`config.mk`:
```
export PLATFORM = sky130hd
export DESIGN_NAME = trn_tx_arb
export DESIGN_NICKNAME = d
export VERILOG_FILES = /design/src/rtl/trn_tx_arb.sv
export SDC_FILE = /design/constraint.sdc
export NUM_CORES = 1
export LEC_CHECK = 0
export BUFFER_PORTS_ARGS = -buffer_cell sky130_fd_sc_hd__buf_4
export CORE_AREA = 2 2 88 90
export CTS_CLUSTER_DIAMETER = 50
export DETAILED_ROUTE_END_ITERATION = 8
export DIE_AREA = 0 0 90 92
export PLACE_DENSITY = 0.69
export SETUP_SLACK_MARGIN = 0.4
export SLEW_MARGIN = 10
export SYNTH_ARGS = -nofsm -noshare
export SYNTH_HDL_FRONTEND = slang
export SYNTH_SLANG_ARGS = --single-unit
```
`constraint.sdc`:
```
create_clock -name sys_clk -period 1.4 [get_ports sys_clk]
set_input_delay 0.21 -clock sys_clk [delete_from_list [all_inputs] [get_ports sys_clk]]
set_output_delay 0.21 -clock sys_clk [all_outputs]
set_load 0.01 [all_outputs]
```
`src/rtl/trn_tx_arb.sv`:
```
// trn_tx_arb: packet-atomic round-robin arbiter sharing the TRN Tx port among N_REQ sources.
// Also hands the core its config-completion slots, only ever between packets.
module trn_tx_arb #(
  parameter int unsigned N_REQ   = 2,
  parameter int unsigned BUF_MIN = 1
) (
  input  logic                  sys_clk,
  input  logic                  sys_rst,
  input  logic                  trn_lnk_up_n,
  input  logic [5:0]            trn_tbuf_av,
  input  logic                  trn_tdst_rdy_n,
  input  logic                  trn_tcfg_req_n,
  output logic                  trn_tcfg_gnt_n,
  input  logic [64*N_REQ-1:0]   req_td,
  input  logic [N_REQ-1:0]      req_trem_n,
  input  logic [N_REQ-1:0]      req_tsof_n,
  input  logic [N_REQ-1:0]      req_teof_n,
  input  logic [N_REQ-1:0]      req_tsrc_rdy_n,
  input  logic [N_REQ-1:0]      req_tsrc_dsc_n,
  input  logic [N_REQ-1:0]      req_terrfwd_n,
  output logic [N_REQ-1:0]      req_tdst_rdy_n,
  output logic [63:0]           trn_td,
  output logic                  trn_trem_n,
  output logic                  trn_tsof_n,
  output logic                  trn_teof_n,
  output logic                  trn_tsrc_rdy_n,
  output logic                  trn_tsrc_dsc_n,
  output logic                  trn_terrfwd_n,
  output logic                  trn_tstr_n,
  output logic [N_REQ-1:0]      grant
);

  localparam int unsigned PW = (N_REQ > 1) ? $clog2(N_REQ) : 1;

  localparam logic [1:0] StIdle = 2'd0;
  localparam logic [1:0] StPkt  = 2'd1;
  localparam logic [1:0] StCfg  = 2'd2;

  localparam logic [5:0]    BufMin  = 6'(BUF_MIN);
  localparam logic [PW-1:0] LastIdx = PW'(N_REQ - 1);

  logic [1:0]       state_q, state_d;
  logic [N_REQ-1:0] grant_q, grant_d;
  logic [PW-1:0]    gidx_q, gidx_d;
  logic [PW-1:0]    rr_q, rr_d;
  logic             cfg_gnt_n_q, cfg_gnt_n_d;

  logic             link_up;
  logic [N_REQ-1:0] cand;
  logic             pick_found;
  logic [PW-1:0]    pick_idx;
  logic [N_REQ-1:0] pick_oh;
  int unsigned      pick_j;
  logic             pkt_on;
  logic             beat;
  logic             pkt_end;
  logic [63:0]      td_arr [N_REQ];

  assign link_up = ~trn_lnk_up_n;
  assign cand    = ~req_tsrc_rdy_n & ~req_tsof_n;

  for (genvar gi = 0; gi < N_REQ; gi++) begin : g_td
    assign td_arr[gi] = req_td[64*gi +: 64];
  end

  // Rotating-priority search: first candidate at or after the RR pointer.
  always_comb begin
    pick_found = 1'b0;
    pick_idx   = '0;
    pick_j     = 0;
    for (int unsigned k = 0; k < N_REQ; k++) begin
      pick_j = (32'(rr_q) + k) % N_REQ;
      if (!pick_found && cand[PW'(pick_j)]) begin
        pick_found = 1'b1;
        pick_idx   = PW'(pick_j);
      end
    end
  end

  always_comb begin
    pick_oh = '0;
    for (int unsigned i = 0; i < N_REQ; i++) begin
      pick_oh[i] = (pick_idx == PW'(i));
    end
  end

  assign pkt_on  = link_up && (state_q == StPkt);
  assign beat    = pkt_on && !req_tsrc_rdy_n[gidx_q] && !trn_tdst_rdy_n;
  // A dsc ends the packet whether or not the beat carrying it transfers.
  assign pkt_end = pkt_on && ((beat && !req_teof_n[gidx_q]) || !req_tsrc_dsc_n[gidx_q]);

  always_comb begin
    state_d     = state_q;
    grant_d     = grant_q;
    gidx_d      = gidx_q;
    rr_d        = rr_q;
    cfg_gnt_n_d = cfg_gnt_n_q;
    if (!link_up) begin
      state_d     = StIdle;
      grant_d     = '0;
      gidx_d      = '0;
      rr_d        = '0;
      cfg_gnt_n_d = 1'b1;
    end else begin
      case (state_q)
        StIdle: begin
          if (!trn_tcfg_req_n) begin
            cfg_gnt_n_d = 1'b0;
            state_d     = StCfg;
          end else if (pick_found && (trn_tbuf_av >= BufMin)) begin
            grant_d = pick_oh;
            gidx_d  = pick_idx;
            state_d = StPkt;
          end
        end
        StCfg: begin
          if (trn_tcfg_req_n) begin
            cfg_gnt_n_d = 1'b1;
            state_d     = StIdle;
          end
        end
        StPkt: begin
          if (pkt_end) begin
            state_d = StIdle;
            grant_d = '0;
            rr_d    = (gidx_q == LastIdx) ? '0 : gidx_q + 1'b1;
          end
        end
        default: begin
          state_d     = StIdle;
          grant_d     = '0;
          cfg_gnt_n_d = 1'b1;
        end
      endcase
    end
  end

  always_ff @(posedge sys_clk or posedge sys_rst) begin
    if (sys_rst) begin
      state_q     <= StIdle;
      grant_q     <= '0;
      gidx_q      <= '0;
      rr_q        <= '0;
      cfg_gnt_n_q <= 1'b1;
    end else begin
      state_q     <= state_d;
      grant_q     <= grant_d;
      gidx_q      <= gidx_d;
      rr_q        <= rr_d;
      cfg_gnt_n_q <= cfg_gnt_n_d;
    end
  end

  // Shared port is a pure mux of the owner; everything idles whenever the link is down.
  always_comb begin
    trn_td         = '0;
    trn_trem_n     = 1'b1;
    trn_tsof_n     = 1'b1;
    trn_teof_n     = 1'b1;
    trn_tsrc_rdy_n = 1'b1;
    trn_tsrc_dsc_n = 1'b1;
    trn_terrfwd_n  = 1'b1;
    req_tdst_rdy_n = '1;
    if (pkt_on) begin
      trn_td         = td_arr[gidx_q];
      trn_trem_n     = req_trem_n[gidx_q];
      trn_tsof_n     = req_tsof_n[gidx_q];
      trn_teof_n     = req_teof_n[gidx_q];
      trn_tsrc_rdy_n = req_tsrc_rdy_n[gidx_q];
      trn_tsrc_dsc_n = req_tsrc_dsc_n[gidx_q];
      trn_terrfwd_n  = req_terrfwd_n[gidx_q];
      req_tdst_rdy_n = ~grant_q | {N_REQ{trn_tdst_rdy_n}};
    end
  end

  assign grant          = link_up ? grant_q : '0;
  assign trn_tcfg_gnt_n = cfg_gnt_n_q | trn_lnk_up_n;
  assign trn_tstr_n     = 1'b1;

endmodule

```
* Word level (Yosys, flattened, before mapping)
Index checks and enable logic that the tools add are counted.
** Cells by class
- Add/sub/neg operators :: 2
- Order comparisons :: 5
- Equality and inequality tests :: 10
- Mux-type cells :: 54
- Bitwise logic cells :: 9
- Reductions and logical operators :: 24
** Operator list (number)
- $mux W64 :: 4
- $mux W1 :: 37
- $mux W2 :: 10
- $ne A3 B3 Y1 const B :: 5
- $pmux W2 S3 :: 2
- $reduce_bool A2 Y1 :: 5
- $reduce_and A3 Y1 :: 3
- $logic_and A1 B1 Y1 :: 7
- $ge A6 B1 Y1 const B :: 1
- $lt A1 B2 Y1 const B :: 3
- $not A2 Y2 :: 3
- $logic_not A1 Y1 :: 5
- $ne A2 B2 Y1 const B :: 2
- $ne A4 B4 Y1 const B :: 1
- $reduce_and A4 Y1 :: 1
- $pmux W1 S3 :: 1
- $add A1 B1 Y1 const B :: 2
- $and A2 B2 Y2 :: 1
- $eq A2 B1 Y1 const B :: 1
- $eq A2 B2 Y1 const B :: 1
- $ge A2 B2 Y1 const B :: 1
- $logic_not A2 Y1 :: 1
- $not A1 Y1 :: 2
- $not A1 Y2 :: 1
- other kinds (4) :: 4
** Word-level totals
- Flip-flop bits (word level) :: 7
- Input port bits :: 151
- Output and inout bits :: 76
- Word-level logic and storage cells :: 109

* Longest topological paths before layout
Gate-level depths: netlist (run 1).
- Depth after elaboration :: 13
- Mapped depth :: 6
- Mapped depth without buffers :: 4

* Worst setup path after synthesis (run 1)
Ideal clock, no wire load.
- Kind :: reg2reg
- From :: reg state_q[1]
- To :: reg grant_q[0]
- Data arrival time :: 1.256 ns
- Required time :: 1.279 ns
- Slack :: 0.023 ns
- Stages on the path, launching flop included :: 5
- Buffers on the path :: 0
- Period minus slack after synthesis :: 1.377 ns
- Cells stage by stage :: dfrtp_1 nor3b_4 and4b_1 nor3_2 a22o_1
** Between the ends
- Cells in the longest elaborated chain, start to end :: 9
** RTL lines
- from (decl) :: RTL line 42 : logic [1:0] state_q, state_d;
- from (signal assigned) :: RTL line 140 : state_q <= StIdle;
- from (signal assigned) :: RTL line 146 : state_q <= state_d;
- $eq A2 B1 Y1 :: RTL line 87, 105
- $logic_and A1 B1 Y1 :: RTL line 87 : assign pkt_on = link_up && (state_q == StPkt);
- $logic_and A1 B1 Y1 (2 in a row) :: RTL line 88 : assign beat = pkt_on && !req_tsrc_rdy_n[gidx_q] && !trn_tdst_rdy_n;
- $logic_and A1 B1 Y1 :: RTL line 90 : assign pkt_end = pkt_on && ((beat && !req_teof_n[gidx_q]) || !req_tsrc_dsc_n[gidx_q]);
- $logic_or A1 B1 Y1 :: RTL line 90
- $logic_and A1 B1 Y1 :: RTL line 90
- $ne A3 B3 Y1 (no source line)
- $reduce_and A4 Y1 (no source line)
- to (signal assigned) :: RTL line 147 : grant_q <= grant_d;
- to (decl) :: RTL line 43 : logic [N_REQ-1:0] grant_q, grant_d;
Parallel ways exist; a longest one is shown, timed or not.
A chain may end at the register's enable or synchronous reset.

* Worst setup path in the final report (run 1)
- From :: reg gidx_q
- To :: out trn_td[32]
** Between the ends
- Cells in the longest elaborated chain, start to end :: 5
** RTL lines
- from (decl) :: RTL line 44 : logic [PW-1:0] gidx_q, gidx_d;
- from (signal assigned) :: RTL line 148 : gidx_q <= gidx_d;
- $not A1 Y2 (not written as such) :: RTL line 165 : trn_td = td_arr[gidx_q];
- $mux W64 (not written as such) (3 in a row) :: RTL line 165
- $mux W64 :: RTL line 164 : if (pkt_on) begin
- to (decl) :: RTL line 22 : output logic [63:0] trn_td,
Every way passes these cells. The select of a mux whose other input is x is not followed.

==> results of run 1 <==
## registers in the layout (all words and copies together), names as in the netlist
name,flops
state_q,2
grant_q,2
gidx_q,1
rr_q,1
cfg_gnt_n_q,1
## kinds of logic after synthesis
kind of cell / count (synthesis)
and+or+nand+nor: 93
muxes: 73
other: 1
buffers and inverters: 19
DFF: 7
AOI/OAI and AO/OA: 9
## power breakdown
| group | switching, mW | total (mW) | internal (mW) |
|---|---|---|---|
| Combinational | 0.507 | 1.21 | 0.703 |
| Sequential | 0.0131 | 0.230 | 0.217 |
| Clock | 0.0951 | 0.293 | 0.198 |
| Total | 0.615 | 1.73 | 1.12 |
## cell usage after synthesis (2+ instances only)
library cell	n	area share [%]
nand2_1	9	2.2
inv_1	2	0.50
nor2_1	71	18
nor3_1	2	0.66
buf_4	3	1.5
nor2b_1	2	0.83
nand2b_1	2	0.83
or2_2	2	0.83
dfrtp_1	6	9.9
mux2i_1	73	48
buf_2	12	4.0
## per-stage QoR
step	power, mW	area, sq um
2_1_floorplan	0.637	2410
3_3_place_gp	1.07	4170
3_5_place_dp	1.08	4170
4_1_cts	1.56	4930
5_1_grt	1.80	5570
6_report	1.73	5570
## worst max-delay path by stage
stage	startpoint	endpoint
5_1_grt	gidx_q$_DFFE_PP0P_	trn_tsrc_dsc_n
4_1_cts	gidx_q$_DFFE_PP0P_	trn_td[22]
3_3_place_gp	gidx_q$_DFFE_PP0P_	trn_td[29]
6_report	gidx_q$_DFFE_PP0P_	trn_td[32]
2_1_floorplan	state_q[1]$_DFFE_PP0P_	grant_q[0]$_DFFE_PP0P_
3_5_place_dp	gidx_q$_DFFE_PP0P_	trn_td[29]
## layout make-up
type	count	area [sq um]
Clock buffer	4	45.0
Fill cell	487	1880
Inverter	2	7.51
Multi-Input combinational cell	176	2600
Sequential cell	7	183
Tap cell	102	128
Timing Repair Buffer	264	2610
## layer usage
metal | wire length, um | track usage (%) | up-vias
met5 | 0 | 0 | -
met4 | 352 | 5.00 | 0
met3 | 790 | 3.53 | 29
met2 | 6000 | 40.3 | 158
met1 | 3650 | 23.4 | 1229
li1 | - | - | 1205
## timing repair
action,in CTS,in global routing
setup endpoints to repair,81,82
resized for setup,95,98
hold endpoints to repair,6,0
setup buffers,8,4
pin swaps,21,35
hold buffers,1,0
cloned,4,5
==> impl_metrics.py, run 1 <==
metrics = {
    "hold_path": {
        "holdPathEnd": "state_q[1]$_DFFE_PP0P_",
        "hold_depth": 2,
        "hp-class": "primary input to flip-flop",
        "hp-start": "trn_tcfg_req_n",
    },
    "finish": {
        "fin_nets": 605,
        "layout-drive-gt1-share_pct": 92.9,
        "syn_to_final_growth_pct": 268,
        "diodes": 0,
        "fin_cells": 555,
        "final_common_cell": "buf_4",
        "final_util_pct": 74.7,
        "layout_common_cells": "169 x buf_4, 74 x buf_6, 64 x mux2i_4",
    },
    "synthesis": {
        "ys_ff_latch": 7,
        "synth_compound_area_share_pct": 5.54,
        "yosysWarningCount": 0,
        "ys_types": 29,
        "synth_top_flop_cell": "dfrtp_1",
        "synth_xor_xnor_area_share_pct": 0,
        "muxShareOfSynthArea_pct": 48.3,
        "ys_async_sr_fraction_pct": 100,
        "synth_top_family_by_area": "multiplexers",
        "synth_simple_gate_area_share_pct": 27.3,
        "synth_fa_ha_area_share_pct": 0,
        "syn_nets": 353,
        "synth_edf_count": 0,
        "avgSynthCellArea_sq_um": 7.49,
        "synth_seq_area_share_pct": 11.7,
        "syn_area_sq_um": 1510,
        "synthCells": 202,
    },
    "grt": {
        "grt_pass1_wl_um": 13900,
        "antenna_found_initial": 0,
        "grt_max_degree": 17,
        "overflow": 0,
        "grt_use_total_pct": 20.7,
        "grt_pass1_vias": 2742,
    },
    "power": {
        "ir_drop_mv": 0.428,
        "powerDensity_nw_per_um2": 311,
        "p_leak_nw": 2.15,
    },
    "status": {
        "violations": "negative setup slack",
        "outcome": "finished with violations",
    },
    "floorplanning": {
        "dieHeight_um": 92,
        "start_util_pct": 20.3,
        "fp.dieW_um": 90,
        "rows": 32,
        "core-area_sq_um": 7450,
        "fp.dieArea_sq_um": 8280,
        "io_pins": 227,
    },
    "sta": {
        "max_freq_mhz": 582,
        "worst_slack_ns": -0.317,
        "rsz0062_at_grt": "yes",
        "fin_skew_ns": 0.000475,
        "setup_viol": 77,
        "fin_crit_ns": 1.72,
        "slew_violations": 0,
        "hold_ws_ns": 0.176,
        "setup_tns_ns": -19.70,
        "fin_crit_sh_pct": 123,
        "finalHoldViolCount": 0,
    },
    "critical_path": {
        "r2r_slack_ns": -0.22,
        "critPathBufInv": 3,
        "cp_data_required_time_ns": 1.19,
        "slowest_delay_ns": 0.50,
        "r2r_cells": 5,
        "reg2reg_to": "grant_q[0]$_DFFE_PP0P_",
        "r2r-start": "gidx_q$_DFFE_PP0P_",
        "critPathCaptureType": "output pin",
        "slowest_stage": "dfrtp_4",
        "cp.depth": 5,
        "startpoint_type": "flip-flop",
        "cp_max_fo": 8,
        "critPathTopFamily": "flip-flops",
        "critical_path_class": "flip-flop to output pin",
        "worstPathCellList": "buf_12 > buf_16 > mux2i_4 > nor2_4 > buf_6",
        "arrival_ns": 1.51,
    },
    "placement": {
        "dp_slack_ns": -0.121,
        "hpwl_um": 6210,
        "dp.cells": 529,
        "portBuffers": 225,
        "globalplace.congestion": 0.769,
    },
    "clock_network": {
        "cts_tree": "built",
        "clkSinkCount": 7,
        "path_clk_slew_ns": 0.04,
        "htree_levels": 1,
        "cts_root_buffer": "clkbuf_8",
        "cts_inserted_buffers": 3,
        "clk_latency_ns": 0.23,
        "clockBufferDepth": 2,
    },
    "route": {
        "drt_pass1_iterations": 4,
        "drt_iter0_drc": 29,
        "wl_per_cell_um": 19.4,
        "ant_nets": 0,
        "via_per_inst": 4.72,
        "routed_wl_um": 10800,
        "drc": 0,
        "vias": 2621,
    },
    "job": {
        "cap_violations": 0,
    },
}
No activity file was read; power rests on OpenSTA's default activity.
==> run 2, diff against run 1 <==
--- a/config.mk
+++ b/config.mk
@@ -5,7 +5,7 @@
 export SDC_FILE = /design/constraint.sdc
 export NUM_CORES = 1
 export LEC_CHECK = 0
-export BUFFER_PORTS_ARGS = -buffer_cell sky130_fd_sc_hd__buf_4
+export BUFFER_PORTS_ARGS = -buffer_cell sky130_fd_sc_hd__buf_2
 export CORE_AREA = 2 2 88 90
 export CTS_CLUSTER_DIAMETER = 50
 export DETAILED_ROUTE_END_ITERATION = 8
==> impl_metrics.py, run 2 (same netlist as run 1, synthesis figures left out) <==
metrics = {
    "placement": {
        "hpwl_um": 5810,
        "globalplace.congestion": 0.829,
        "portBuffers": 225,
        "dp.cells": 530,
        "place_area_sq_um": 3600,
    },
    "critical_path": {
        "critical_path_class": "flip-flop to output pin",
        "arrival_ns": 1.50,
        "critPathBufInv": 3,
        "r2r-start": "gidx_q$_DFFE_PP0P_",
        "r2r_slack_ns": -0.26,
        "slowest_delay_ns": 0.44,
        "cp_max_fo": 8,
        "cp_data_required_time_ns": 1.19,
        "startpoint_type": "flip-flop",
        "critPathTopFamily": "buffers and inverters",
        "slowest_stage": "dfrtp_4",
        "worstPathCellList": "buf_12 > buf_16 > mux2i_4 > nor2_4 > buf_6",
        "reg2reg_to": "grant_q[0]$_DFFE_PP0P_",
        "r2r_cells": 6,
        "critPathCaptureType": "output pin",
    },
    "clock_network": {
        "path_clk_slew_ns": 0.04,
        "htree_levels": 1,
        "cts_tree": "built",
        "clockBufferDepth": 2,
        "cts_root_buffer": "clkbuf_8",
        "clk_latency_ns": 0.23,
        "cts_inserted_buffers": 3,
        "clkSinkCount": 7,
    },
    "finish": {
        "syn_to_final_growth_pct": 239,
        "n_fill_cell": 543,
        "layout_common_cells": "168 x buf_2, 68 x buf_6, 63 x mux2i_4",
        "final_common_cell": "buf_2",
        "top_regs": "grant_q (2), state_q (2)",
        "final_util_pct": 68.8,
        "fin_nets": 614,
        "diodes": 0,
        "final_cell_area_sq_um": 5130,
        "layout-drive-gt1-share_pct": 92.9,
        "fin_cells": 564,
    },
    "hold_path": {
        "hold_depth": 2,
        "hp-start": "trn_tcfg_req_n",
        "hp-class": "primary input to flip-flop",
        "holdPathEnd": "state_q[1]$_DFFE_PP0P_",
    },
    "sta": {
        "rsz0062_at_grt": "yes",
        "finalHoldViolCount": 0,
        "setup_viol": 76,
        "fin_skew_ns": 0.00158,
        "slew_violations": 0,
        "worst_slack_ns": -0.315,
        "hold_ws_ns": 0.220,
        "fin_crit_sh_pct": 122,
        "fin_crit_ns": 1.71,
        "max_freq_mhz": 583,
    },
    "power": {
        "p_leak_nw": 2.06,
        "p_int_mw": 0.992,
        "powerDensity_nw_per_um2": 311,
        "p_clk_share_pct": 18.1,
        "netSwitchingFraction_pct": 37.7,
        "power_frac_seq_pct": 14.3,
        "p_sw_mw": 0.600,
        "ir_drop_mv": 0.473,
        "comb_power_share_pct": 67.6,
    },
    "floorplanning": {
        "dieHeight_um": 92,
        "start_util_pct": 20.3,
        "io_pins": 227,
        "rows": 32,
        "fp.dieArea_sq_um": 8280,
        "fp.dieW_um": 90,
        "core-area_sq_um": 7450,
    },
    "route": {
        "drt_iter0_drc": 23,
        "met1_length_um": 3250,
        "wl_per_cell_um": 17.3,
        "vias": 2597,
        "top_layer": "met4",
        "met3_length_um": 569,
        "ant_nets": 0,
        "drc": 0,
        "drt_pass1_iterations": 4,
        "wl_met2_um": 5780,
        "routed_wl_um": 9730,
        "via_per_inst": 4.60,
    },
    "grt": {
        "grt_pass1_wl_um": 14000,
        "grt_pass1_vias": 2770,
        "overflow": 0,
        "grt_max_degree": 38,
        "grt_use_total_pct": 20.8,
        "antenna_found_initial": 0,
    },
    "job": {
        "cap_violations": 0,
    },
    "status": {
        "outcome": "finished with violations",
        "violations": "negative setup slack",
    },
}
run 2: cell count changes in the layout (fill, tap and decap cells not counted), sizes merged:
cell	change
clkbuf	-2
buf	+11
run 2: stage by stage:
step / worst slack (ns) / setup TNS (ns) / total power, mW
floorplan: 0.0721 / 0 / 0.637
global placement: -0.0865 / -2.92 / 0.929
detailed placement: -0.151 / -5.06 / 0.949
CTS: -0.288 / -19.09 / 1.50
global route: -0.353 / -22.32 / 1.67
finish: -0.315 / -19.21 / 1.59
run 2: timing repair:
action,4_1_cts,5_1_grt
pin swaps,32,13
endpoints found under the setup margin,81,82
hold buffers,1,0
gates resized for setup,140,43
cloned,5,4
buffers inserted,12,8
hold endpoints to repair,6,0
run 2: worst max-delay path by stage:
stage,from,end,slack (ns),depth (start not counted)
2_1_floorplan,state_q[1]$_DFFE_PP0P_,grant_q[0]$_DFFE_PP0P_,0.07,4
3_3_place_gp,gidx_q$_DFFE_PP0P_,trn_td[8],-0.09,4
3_5_place_dp,gidx_q$_DFFE_PP0P_,rr_q$_DFFE_PP0P_,-0.15,4
4_1_cts,gidx_q$_DFFE_PP0P_,trn_td[29],-0.29,5
5_1_grt,gidx_q$_DFFE_PP0P_,trn_td[25],-0.35,5
6_report,gidx_q$_DFFE_PP0P_,trn_td[25],-0.31,5
run 2: power by group through the flow:
| stage | Sequential, mW | Clock [mW] | Combinational (mW) |
|---|---|---|---|
| after floorplan | 0.226 | 0 | 0.410 |
| after global placement | 0.232 | 0 | 0.697 |
| after detailed placement | 0.233 | 0 | 0.716 |
| after CTS | 0.227 | 0.287 | 0.982 |
| after global routing | 0.230 | 0.305 | 1.13 |
| final | 0.228 | 0.288 | 1.08 |
run 2: per-layer routing:
| layer | vias up | global-route usage [%] |
|---|---|---|
| li1 | 1224 | - |
| met1 | 1222 | 21.7 |
| met2 | 139 | 44.0 |
| met3 | 12 | 2.79 |
| met4 | 0 | 3.59 |
| met5 | - | 0 |
run 2: area by class of cell:
type	count	area (sq um)	area share, %
clock buffer	4	45.0	0.879
timing repair buffer	273	2200	43.0
tap	102	128	2.49
inverter	2	7.51	0.146
multi-input combinational	176	2560	50.0
sequential	7	181	3.54
